$ cat src/rtl/cycle_timer.sv
// Loadable down-counter shared by the gap and trigger-timeout periods.
// zero_o is combinational on the count so the FSM sees the last cycle of a period.
module cycle_timer #(
    parameter int W = 16
) (
    input  logic         clk,
    input  logic         aresetn,
    input  logic         load_i,
    input  logic [W-1:0] load_val_i,
    input  logic         en_i,
    output logic         zero_o
);

    logic [W-1:0] r_cnt;

    always_ff @(posedge clk or negedge aresetn) begin
        if (!aresetn) begin
            r_cnt <= '0;
        end else if (load_i) begin
            r_cnt <= load_val_i;
        end else if (en_i && (r_cnt != '0)) begin
            r_cnt <= r_cnt - W'(1);
        end
    end

    assign zero_o = (r_cnt == '0);

endmodule

$ cat config.mk
export PLATFORM = sky130hd
export DESIGN_NAME = cycle_timer
export DESIGN_NICKNAME = d
export VERILOG_FILES = /design/src/rtl/cycle_timer.sv
export SDC_FILE = /design/constraint.sdc
export NUM_CORES = 1
export LEC_CHECK = 0
export BUFFER_PORTS_ARGS = -buffer_cell sky130_fd_sc_hd__buf_2
export CAP_MARGIN = 30
export CORE_MARGIN = 2
export CORE_UTILIZATION = 25
export DETAILED_ROUTE_END_ITERATION = 8
export GPL_ROUTABILITY_DRIVEN = 1
export PLACE_DENSITY_LB_ADDON = 0.3
export SYNTH_ARGS = -nofsm -noshare
export SYNTH_HDL_FRONTEND = slang
export SYNTH_SLANG_ARGS = --single-unit
export TNS_END_PERCENT = 1
$ cat constraint.sdc
create_clock -name clk -period 3.96 [get_ports clk]
set_input_delay 0.792 -clock clk [delete_from_list [all_inputs] [get_ports clk]]
set_output_delay 0.792 -clock clk [all_outputs]
set_load 0.05 [all_outputs]
==> results of run 1 <==
## power breakdown
part	switching [uW]	internal [uW]
clock	54.1	67.4
combinational	39.6	34.4
sequential	24.7	180
## worst paths after layout
check / depth (start not counted) / from / endpoint
worst min register to register: 2 / r_cnt[10]$_DFFE_PN0P_ / r_cnt[10]$_DFFE_PN0P_
min in group clk: 2 / r_cnt[10]$_DFFE_PN0P_ / r_cnt[10]$_DFFE_PN0P_
worst max-delay path: 6 / r_cnt[0]$_DFFE_PN0P_ / zero_o
max in group asynchronous: 1 / aresetn / r_cnt[4]$_DFFE_PN0P_
worst max register to register: 4 / r_cnt[7]$_DFFE_PN0P_ / r_cnt[1]$_DFFE_PN0P_
worst min-delay path: 1 / aresetn / r_cnt[11]$_DFFE_PN0P_
## through the flow
| step | power [uW] | utilization, % | hold WS [ns] | area [um^2] |
|---|---|---|---|---|
| after global placement | 279 | 29.6 | 0.601 | 1200 |
| after floorplan | 253 | - | 0.496 | 1060 |
| final | 400 | 30.6 | 0.453 | 1240 |
| after detailed placement | 281 | 29.6 | 0.613 | 1200 |
| after CTS | 408 | 30.6 | 0.460 | 1240 |
| after global routing | 431 | 30.6 | 0.474 | 1240 |
## worst reg2reg max path, stage by stage (launching register included)
cell and delay (ns):
dfrtp_1 0.45, or4_1 0.74, o41ai_4 0.46, mux2_1 0.35, a21oi_1 0.15
## layer usage
metal / wire (um) / global-route usage (%) / share of wire [%] / vias up
met3: 107 / 3.34 / 4.0 / 2
li1: - / - / - / 506
met4: 14 / 2.83 / 0.52 / 0
met1: 1390 / 16.8 / 52 / 477
met5: 0 / 0 / 0 / -
met2: 1180 / 18.9 / 44 / 23
## placed cells by master, fill, tap and decap left out, types with 4 or more instances in the layout
master	synthesis	layout
nor3_1	4	4
nand2_1	13	13
a21oi_1	7	7
dfrtp_1	16	16
o21ai_0	4	4
or4_1	5	5
nor2_1	13	13
buf_2	0	20
o21ai_1	6	6
a31oi_1	6	6
inv_1	5	5
## cell families (layout without fill, tap and decap cells)
group | Yosys count | in the layout | synth area share, %
buffers and inverters | 10 | 28 | 4.23
flip-flops | 16 | 16 | 37.6
XOR/XNOR | 1 | 1 | 0.824
AND/OR/NAND/NOR | 62 | 62 | 33.6
adder cells (fa/ha/maj) | 1 | 1 | 1.18
multiplexers | 3 | 3 | 2.94
AO/OA/AOI/OAI | 31 | 31 | 19.5
## Yosys cell counts
cell / count / area (um^2)
nand4b_1: 3 / 26.3
ha_1: 1 / 12.5
nor4_2: 1 / 12.5
dfrtp_1: 16 / 400
o21ai_1: 6 / 30.0
a21oi_1: 7 / 35.0
nor2b_1: 3 / 18.8
and4bb_2: 1 / 12.5
xnor2_1: 1 / 8.76
nand4_1: 3 / 18.8
o21ai_0: 4 / 20.0
a22oi_1: 1 / 7.51
clkbuf_1: 4 / 15.0
o31a_1: 1 / 8.76
or3_1: 3 / 18.8
nor3_1: 4 / 20.0
a31oi_1: 6 / 37.5
nor3_2: 1 / 10.0
mux2_1: 1 / 11.3
nor2_1: 13 / 48.8
nand2_1: 13 / 48.8
o41ai_4: 1 / 27.5
mux2i_1: 2 / 20.0
nand3_1: 2 / 10.0
o41ai_1: 2 / 17.5
nor4_1: 3 / 18.8
o31ai_1: 2 / 15.0
or4_1: 5 / 37.5
buf_6: 1 / 11.3
nor4b_1: 2 / 17.5
inv_1: 5 / 18.8
a2bb2oi_1: 1 / 8.76
and2_1: 3 / 18.8
or4b_1: 1 / 10.0
or4b_2: 1 / 10.0
## area by class of cell
cell class / instances / area share, %
clock buffer: 3 / 3.33
inverter: 5 / 1.51
multi-input combinational: 98 / 49.8
sequential: 16 / 32.3
tap: 50 / 5.04
timing repair buffer: 20 / 8.06
==> flow_summary.ini, run 1 <==
[floorplanning]
fp.dieH_um = 69.2
dieArea_um2 = 4790
core_area_um2 = 4060
num_io_pins = 21
row_count = 23
die_width_um = 69.2
start_util_pct = 26.2

[global_routing]
overflow = 0
track_usage_pct = 12.1
grt_max_degree = 19
grt_first_pass_wirelength_um = 4810
first_global_vias = 1023
antenna_found_initial = 0

[timing]
setup_ws_ns = 1.03
max_slew_margin_pct = 59.3
setup_violations = 0
hold_violations = 0
setup-tns-final_ns = 0
period_minus_slack_ns = 2.93
final_max_slew_viol_count = 0
fmax_ghz = 0.341
fin_crit_sh_pct = 74.0
skew_ns = 0.00220
rsz0062_at_grt = false
tightest_slew_ns = 0.602

[cells_and_area]
seqCellArea_um2 = 400
nets = 165
syn2layout_area_growth_pct = 16.7
largest_register_ffs = 16
largestRegisters = r_cnt (16)
drive_gt1_share_pct = 19.7
multi_input_area_um2 = 618
layout.cells.non_filler = 192
top_register = r_cnt
antenna_cells = 0
fillers = 417

[synth]
synth_cell_types = 35
ys_ff_latch = 16
synth_nets = 145
yosys_warnings = 0
syn_inst = 124
seq_area_frac_synth_pct = 37.6
syn_avg_cell_area_um2 = 8.58
synth.cell_area_um2 = 1060

[worst_setup_path]
critPathMaxStageDelay_ns = 0.52
crit_buf_inv = 3
arrival_ns = 2.14
crit_chain = inv_1 > ha_1 > nor4b_1 > nand4_1 > inv_1 > buf_2
path_class = reg2out
crit_top_cell = inv_1
cp_slowest_cell = nor4b_1
required_ns = 3.17
cp-end-kind = primary output
critPathTopFamily = simple AND/OR/NAND/NOR gates
critPathLaunchType = register
rrSetupSlack_ns = 1.74
path_max_fanout = 5

[clocking]
cts_resized = 0
clk_pin_slew_ns = 0.06
worstSkewPairLatency_ns = 0.25
cts_setup_buffers = 0
numClockSinks = 16
cts-htree-levels = 1
hold_buffers = 0
cts_inserted_buffers = 3
cts_tree = done
root_buffer = clkbuf_8
cts.path.max_buffers = 2

[place]
post-dp-hpwl_um = 1990
gp_congestion = 0.866
place_ws_ns = 1.33
placed_cells = 189
io_buffers = 20

[flow_run]
max-cap-violations = 0

[detailed_routing]
first_iter_violations = 38
via_per_inst = 5.25
postRouteAntennaNets = 0
vias = 1008
routed_wl_um = 2700
first_pass_iters = 4
wl_per_cell_um = 14.1
drc = 0

[power]
peakVddDrop_uv = 177
power_per_cell_area_nw_per_um2 = 323
p_leak_uw = 0.000502

[worst_hold_path]
hold_class = in2async

[outcome]
status = completed
(Power assumes the default switching activity.)
==> run 2, diff against run 1 <==
Clock period 3.96 ns to 2.8 ns, I/O delays scaled along.
==> run 2 against run 1 <==
  * Sequential cell count is the same
  * Power is 42% higher
  * Worst hold slack got worse by 0.23 ns
  * Clock power rose by 42%
  * Critical path type unchanged
==> flow_summary.ini, run 2 (synthesized netlist as in run 1, its figures left out) <==
[cells_and_area]
final_common_cell = buf_2
top_register = r_cnt
drive_gt1_share_pct = 21.4
seqCellArea_um2 = 400
largestRegisters = r_cnt (16)
fillers = 444
largest_register_ffs = 16
layout.cells.non_filler = 195
stdcell_area_um2 = 1260
multi_input_area_um2 = 618
syn2layout_area_growth_pct = 18.8
antenna_cells = 0
mostFrequentLayoutCells = 20 x buf_2, 16 x dfrtp_1, 13 x nand2_1, 13 x nor2_1, 7 x a21oi_1
final_core_util_pct = 31.1
nets = 168

[flow_run]
max-cap-violations = 0

[global_routing]
track_usage_pct = 11.9
antenna_found_initial = 0
grt_max_degree = 19
grt_first_pass_wirelength_um = 4720
overflow = 0
first_global_vias = 988

[power]
p_int_uw = 402
combPwrFrac_pct = 18.9
p_leak_uw = 0.000518
p_sw_uw = 168
share_seq_of_total_power_pct = 50.8
swShare_pct = 29.5
power_per_cell_area_nw_per_um2 = 450
p_clk_share_pct = 30.3
peakVddDrop_uv = 195

[clocking]
root_buffer = clkbuf_8
numClockSinks = 16
cts_inserted_buffers = 3
cts_resized = 0
cts-htree-levels = 1
worstSkewPairLatency_ns = 0.25
cts.path.max_buffers = 2
cts_setup_buffers = 0
cts_tree = done
hold_buffers = 0
clk_pin_slew_ns = 0.06

[timing]
fmax_ghz = 0.398
final_max_slew_viol_count = 0
setup-tns-final_ns = 0
period_minus_slack_ns = 2.51
rsz0062_at_grt = false
max_slew_margin_pct = 64.3
setup_ws_ns = 0.290
tightest_slew_ns = 0.531
fin_crit_sh_pct = 89.7
setup_violations = 0
skew_ns = 0.00132
hold_violations = 0

[detailed_routing]
drc = 0
via_per_inst = 5.14
routed_wl_um = 2620
wl_per_cell_um = 13.4
vias = 1002
postRouteAntennaNets = 0
first_pass_iters = 4
first_iter_violations = 66

[place]
io_buffers = 20
placed_cells = 192
gp_congestion = 0.857
place_ws_ns = 0.570
post-dp-hpwl_um = 1910
dpl_cell_area_um2 = 1220

[worst_setup_path]
crit_chain = nor4_1 > nand4_1 > inv_1 > buf_2
path_max_fanout = 8
arrival_ns = 1.95
critPathMaxStageDelay_ns = 0.53
critPathLaunchType = register
cp_slowest_cell = nor4_1
crit_buf_inv = 2
path_class = reg2out
required_ns = 2.24
rr_worst_depth = 4
cp.depth = 4
critPathTopFamily = simple AND/OR/NAND/NOR gates
cp-end-kind = primary output

[floorplanning]
dieArea_um2 = 4790
row_count = 23
start_util_pct = 26.2
die_width_um = 69.2
fp.dieH_um = 69.2
num_io_pins = 21
core_area_um2 = 4060

[worst_hold_path]
hold_class = in2async

[outcome]
status = completed
## run 2: layout make-up
cell class | instances | share of cell area, %
inverter | 5 | 1.49
timing repair buffer | 23 | 9.70
clock buffer | 3 | 3.27
tap | 50 | 4.95
sequential | 16 | 31.7
multi-input combinational | 98 | 48.9
## run 2: power groups by stage
| stage | Combinational, uW | Sequential, uW | Clock [uW] |
|---|---|---|---|
| detailed placement | 109 | 292 | 0 |
| global placement | 107 | 291 | 0 |
| finish | 107 | 289 | 173 |
| CTS | 109 | 289 | 181 |
| floorplan | 76.8 | 280 | 0 |
| global route | 122 | 294 | 190 |
## run 2: final timing paths
path | endpoint | start | slack, ns
worst max-delay path | zero_o | r_cnt[11]$_DFFE_PN0P_ | 0.29
worst min-delay path | r_cnt[11]$_DFFE_PN0P_ | aresetn | 0.22
worst max register to register | r_cnt[1]$_DFFE_PN0P_ | r_cnt[7]$_DFFE_PN0P_ | 0.60
worst min register to register | r_cnt[10]$_DFFE_PN0P_ | r_cnt[10]$_DFFE_PN0P_ | 0.64
max in group asynchronous | r_cnt[1]$_DFFE_PN0P_ | aresetn | 2.31
min in group clk | r_cnt[13]$_DFFE_PN0P_ | load_val_i[13] | 0.51
## run 2: through the flow
stage	hold WS, ns	power [uW]
after floorplan	0.264	357
after global placement	0.501	398
after detailed placement	0.501	400
after CTS	0.230	579
after global routing	0.244	607
final	0.222	569
## run 2: layer usage
layer / global-route usage, % / share of wire, % / vias up
met1: 17.3 / 51 / 459
met3: 3.92 / 6.3 / 4
li1: - / - / 511
met4: 3.05 / 0.92 / 0
met5: 0 / 0 / -
met2: 16.8 / 42 / 28
